File: config.mk
export PLATFORM = sky130hd
export DESIGN_NAME = debounce_sync
export DESIGN_NICKNAME = d
export VERILOG_FILES = /design/src/rtl/debounce_pkg.sv /design/src/rtl/sync_chain.sv /design/src/rtl/debounce_sync.sv
export SDC_FILE = /design/constraint.sdc
export NUM_CORES = 1
export LEC_CHECK = 0
export ABC_AREA = 1
export CORE_UTILIZATION = 30
export DETAILED_ROUTE_END_ITERATION = 16
export GPL_TIMING_DRIVEN = 0
export MAX_ROUTING_LAYER = met4
export SLEW_MARGIN = 20
export SYNTH_ARGS = -nofsm -noshare
export SYNTH_HDL_FRONTEND = slang
export SYNTH_SLANG_ARGS = --single-unit
File: constraint.sdc
create_clock -name clk -period 1.6 [get_ports clk]
set_clock_uncertainty 0.15 [all_clocks]
set_input_delay 0.32 -clock clk [delete_from_list [all_inputs] [get_ports clk]]
set_output_delay 0.32 -clock clk [all_outputs]
set_load 0.005 [all_outputs]
File: src/rtl/debounce_pkg.sv
// Shared types and default sizing for the debounce/synchroniser input conditioner.
package debounce_pkg;

    typedef enum logic [1:0] {
        STABLE_LOW  = 2'b00,
        WAIT_HIGH   = 2'b01,
        STABLE_HIGH = 2'b10,
        WAIT_LOW    = 2'b11
    } state_t;

    localparam int unsigned DEFAULT_SYNC_STAGES     = 2;
    localparam int unsigned DEFAULT_DEBOUNCE_CYCLES = 8;

endpackage

File: src/rtl/sync_chain.sv
// Multi-flop synchroniser for a single-bit clock-domain crossing.
module sync_chain #(
    parameter int unsigned STAGES = 2
) (
    input  logic clk,
    input  logic rst,
    input  logic d,
    output logic q
);

    logic [STAGES-1:0] r_sync;

    always_ff @(posedge clk or negedge rst) begin
        if (!rst) begin
            r_sync <= '0;
        end else begin
            r_sync[0] <= d;
            for (int i = 1; i < STAGES; i++) begin
                r_sync[i] <= r_sync[i-1];
            end
        end
    end

    assign q = r_sync[STAGES-1];

endmodule

File: src/rtl/debounce_sync.sv
// Synchronises a raw asynchronous level and qualifies it with a saturating stability
// counter, producing a clean level plus registered one-cycle rise/fall pulses.
module debounce_sync
    import debounce_pkg::*;
#(
    parameter int unsigned SYNC_STAGES     = DEFAULT_SYNC_STAGES,
    parameter int unsigned DEBOUNCE_CYCLES = DEFAULT_DEBOUNCE_CYCLES,
    parameter int unsigned CNT_W           = $clog2(DEBOUNCE_CYCLES + 1)
) (
    input  logic clk,
    input  logic rst,
    input  logic din_async,
    output logic dout,
    output logic rise,
    output logic fall,
    output logic busy
);

    if (SYNC_STAGES < 2 || DEBOUNCE_CYCLES < 1) begin : g_param_check
        $error("debounce_sync: SYNC_STAGES must be >= 2 and DEBOUNCE_CYCLES >= 1");
    end

    localparam logic [CNT_W-1:0] CNT_ONE  = CNT_W'(1);
    localparam logic [CNT_W-1:0] CNT_DONE = CNT_W'(DEBOUNCE_CYCLES);

    logic             w_s;
    logic             w_cnt_last;
    state_t           r_state;
    logic [CNT_W-1:0] r_cnt;
    logic             r_dout;
    logic             r_rise;
    logic             r_fall;

    sync_chain #(
        .STAGES (SYNC_STAGES)
    ) u_sync (
        .clk (clk),
        .rst (rst),
        .d   (din_async),
        .q   (w_s)
    );

    // True when the current cycle is the final qualifying one.
    assign w_cnt_last = (r_cnt + CNT_ONE) == CNT_DONE;

    always_ff @(posedge clk or negedge rst) begin
        if (!rst) begin
            r_state <= STABLE_LOW;
            r_cnt   <= '0;
            r_dout  <= 1'b0;
            r_rise  <= 1'b0;
            r_fall  <= 1'b0;
        end else begin
            r_rise <= 1'b0;
            r_fall <= 1'b0;
            case (r_state)
                STABLE_LOW: begin
                    if (w_s) begin
                        if (DEBOUNCE_CYCLES == 1) begin
                            r_state <= STABLE_HIGH;
                            r_dout  <= 1'b1;
                            r_rise  <= 1'b1;
                            r_cnt   <= '0;
                        end else begin
                            r_state <= WAIT_HIGH;
                            r_cnt   <= CNT_ONE;
                        end
                    end
                end
                WAIT_HIGH: begin
                    if (!w_s) begin
                        r_state <= STABLE_LOW;
                        r_cnt   <= '0;
                    end else if (w_cnt_last) begin
                        r_state <= STABLE_HIGH;
                        r_dout  <= 1'b1;
                        r_rise  <= 1'b1;
                        r_cnt   <= '0;
                    end else begin
                        r_cnt <= r_cnt + CNT_ONE;
                    end
                end
                STABLE_HIGH: begin
                    if (!w_s) begin
                        if (DEBOUNCE_CYCLES == 1) begin
                            r_state <= STABLE_LOW;
                            r_dout  <= 1'b0;
                            r_fall  <= 1'b1;
                            r_cnt   <= '0;
                        end else begin
                            r_state <= WAIT_LOW;
                            r_cnt   <= CNT_ONE;
                        end
                    end
                end
                WAIT_LOW: begin
                    if (w_s) begin
                        r_state <= STABLE_HIGH;
                        r_cnt   <= '0;
                    end else if (w_cnt_last) begin
                        r_state <= STABLE_LOW;
                        r_dout  <= 1'b0;
                        r_fall  <= 1'b1;
                        r_cnt   <= '0;
                    end else begin
                        r_cnt <= r_cnt + CNT_ONE;
                    end
                end
                default: begin
                    r_state <= STABLE_LOW;
                    r_cnt   <= '0;
                end
            endcase
        end
    end

    assign dout = r_dout;
    assign rise = r_rise;
    assign fall = r_fall;
    assign busy = (r_state == WAIT_HIGH) || (r_state == WAIT_LOW);

endmodule

==> metrics.md <==
| Metric | Value |
|---|---|
| Status | completed |
| CP Cell Sequence | clkdlybuf4s50_1 |
| Met3 GRT Util | 0.07347 |
| Clock Path Buffers | 2 |
| Die X | 44.40 um |
| CP max FO | 1 |
| Pwr dens | between 800 and 900 nW/um^2 |
| Vias in the first global route | 354 |
| WS Path Type | reg2out |
| Ys Warns | 0 |
| Min-Delay Path Class | reg2reg |
| Synth unique cells | 15 |
| Final WL | 832 um |
| Number of I/O pins | 7 |
| Total grt overflow | 0 |
| Clock buffer count from CTS | 3 |
| Sequential Power Share | 0.544 |
| # H-tree levels | 1 |
| Most used routing layer | met2 |
| Required @ worst endpoint | 1.13 ns |
| Final Hold Fails | 0 |
| Post-Synthesis Net Count | 66 |
| Synthesized instance count | 61 |
| Final setup vio count | 0 |
| Finished Layout Cells | 97 |
| Worst relative slew slack | 0.6724 |
| Worst r2r path cells | 8 |
| Total instance count after detailed placement | 91 |
| DRT Pass-1 Iters | 2 |
| Slew at the pin closest to its max-slew limit | 0.4898 ns |
| CP startpoint | fall$_DFF_PN0_ |
| Finished Core Util | 0.4223 |
| PnR Total Power | 0.5662 mW |
| Final TNS setup | 0 ns |
| Layout Nets | 79 |
| Arrival @ worst endpoint | about 1.1 ns |
| Post-synthesis register bit count | 11 |
| Overall Global Routing Usage | 0.1103 |
| Initial Util | 0.3383 |
| Root buffer cell | clkbuf_4 |
| M1 GR Usage | 0.1436 |
| 1st-iter DRT viols | 10 |
| Die area | 1971 um^2 |
| Largest area contributor in the netlist | dfrtp_1 |
| Ant. Diodes | 0 |
| Clk pwr share | 0.320 |
| Critical path buffer and inverter count | 1 |
| Leak | about 0.35 nW |
| GRT met2 Usage | 0.1441 |
| Wire per inst | 8.577 um |
| Initial antenna violation count | 0 |
| Clk_lat worst skew | 0.26 ns |
| Ratio of cells with drive above 1 in the final layout | 0.1781 |
| Reg2reg start | r_cnt[0]$_DFFE_PN0P_ |
| Largest stage delay, worst path | a little under 0.5 ns |
| Sw Pwr | 0.1467 mW |
| Gate power share | 0.136 |
| Area contributors post-synth | dfrtp_1 51%, nand2_1 11%, inv_1 7.7% |
| R2r setup slk | 0.15 ns |
| Mapped Area | 539.3 um^2 |
| CP endpoint kind | primary output |
| Core Footprint | 1594 um^2 |
| DRC Markers | 0 |
| Largest net degree at the start of global routing | 12 |
| Crit share post-route | 0.9627 |
| Internal Power | between 0.4 and 0.5 mW |
| Area share of the leading cell type in the synthesized netlist | 0.5104 |
| Sw frac | 0.2591 |
| Max-slew violation count | 0 |
| Port Buffer Count | 6 |
| CP top delay family | buffers and inverters |
| DPL Wire Length | 642.1 um |
| Startpoint Class | flop |
| First-pass GRT wire length | 1.455 mm |
| Fmax | 0.6492 GHz |
| RSZ-0062 raised after global routing | no |
| Vias | around 390 |
| Max_cap viols | 0 |
| CP Capture Point | fall |
| Post-synthesis sequential area ratio | 0.5104 |
| Clock Sinks | 11 |
| CTS tree | built |
| Clock slew at reported path FFs | about 0.060 ns |
| Via density | 4.062 |
| Area added between synthesis and finish | 24.83% |
| Final GP Congestion | 0.8112 |
| Final min period | 1.540 ns |
| Row Count | 14 |
| Number of routed nets with antenna violations | 0 |
| Slowest-stage cell, CP | clkdlybuf4s50_1 |
| Die H | 44.40 um |
| WP depth | 1 |
| Worst vdd ir | roughly 420 uV |
| Synth Area per Inst | slightly below 9 um^2 |
==> registers in the layout (all words and copies together), names as in the netlist, named ones only <==
signal	cells
rise	1
r_cnt	4
fall	1
u_sync.r_sync	2
r_state	1
dout	1
==> timing repair <==
item / CTS / global route
hold buffers: 0 / 0
endpoints found under the hold margin: 0 / 0
resized for setup: 2 / 1
setup endpoints to repair: 1 / 1
buffers inserted: 1 / 1
==> stage by stage <==
stage                     setup WS (ns)  hold slack (ns)  cell area [um^2]
after floorplan                  0.2668          -0.1256             539.3
after global placement          0.08770           0.1866             629.4
final                           0.05964           0.2030             673.1
after detailed placement        0.07262           0.1942             629.4
after CTS                      0.005986           0.2092             663.1
after global routing            0.01694           0.2204             673.1
==> metal layers <==
metal  wire length, um  vias to the layer above
met3                58                        0
met4                 0                        0
met5                 0                        -
met2               375                        8
met1               398                      177
li1                  -                      209
==> power groups by stage <==
stage          Clock [mW]  Sequential (mW)  Combinational, mW
2_1_floorplan           0            0.310             0.0545
6_report            0.181            0.308             0.0770
5_1_grt             0.205            0.309             0.0906
4_1_cts             0.189            0.308             0.0780
3_5_place_dp            0            0.315             0.0744
3_3_place_gp            0            0.314             0.0734
==> worst min path at each step <==
stage	from	end	slack [ns]	cells past startpoint
3_3_place_gp	u_sync.r_sync[0]$_DFF_PN0_	u_sync.r_sync[1]$_DFF_PN0_	0.19	0
5_1_grt	u_sync.r_sync[0]$_DFF_PN0_	u_sync.r_sync[1]$_DFF_PN0_	0.22	0
3_5_place_dp	u_sync.r_sync[0]$_DFF_PN0_	u_sync.r_sync[1]$_DFF_PN0_	0.19	0
6_report	u_sync.r_sync[0]$_DFF_PN0_	u_sync.r_sync[1]$_DFF_PN0_	0.20	0
2_1_floorplan	rst	async pin	-0.13	0
4_1_cts	u_sync.r_sync[0]$_DFF_PN0_	u_sync.r_sync[1]$_DFF_PN0_	0.21	0
==> cells in the mapped netlist (all sizes together) <==
library cell and count:
dfrtp 11, nand2 19, nand4 3, clkbuf 1, nor2 4, inv 13, ha 2, nand3 4
o21ai 4
==> layout make-up <==
class                   count  area [um^2]
flip-flops and latches     11        276.5
inverters                  13        48.80
plain buffers               1        3.754
multi-input cells          36        211.5
repair buffers              8        76.32
well taps                  24        30.03
fillers                   168        920.9
clock buffers               4        26.28
==> cell usage in the layout, fill, tap and decap left out <==
cell | synthesis | routed
ha_1 | 2 | 2
dlymetal6s2s_1 | 0 | 1
o21ai_1 | 1 | 1
nand3_1 | 3 | 3
dfrtp_1 | 11 | 10
clkdlybuf4s50_1 | 0 | 4
inv_2 | 2 | 2
nand4_1 | 3 | 3
inv_1 | 11 | 11
nor2_8 | 1 | 1
o21ai_0 | 3 | 3
clkbuf_1 | 1 | 2
dfrtp_2 | 0 | 1
dlygate4sd2_1 | 0 | 1
buf_4 | 0 | 2
nor2_1 | 3 | 3
nand3_4 | 1 | 1
nand2_2 | 2 | 2
nand2_4 | 1 | 1
clkbuf_4 | 0 | 3
nand2_1 | 16 | 16
==> cell families (layout without fill, tap and decap cells) <==
group                    count (synthesis)  count (layout)  synth area share
AO/OA/AOI/OAI                            4               4           0.03711
flip-flops                              11              11            0.5104
buffers and inverters                   14              26           0.09745
adder cells (fa/ha/maj)                  2               2           0.04640
AND/OR/NAND/NOR                         30              30            0.3086
No activity file was read; power rests on OpenSTA's default activity.
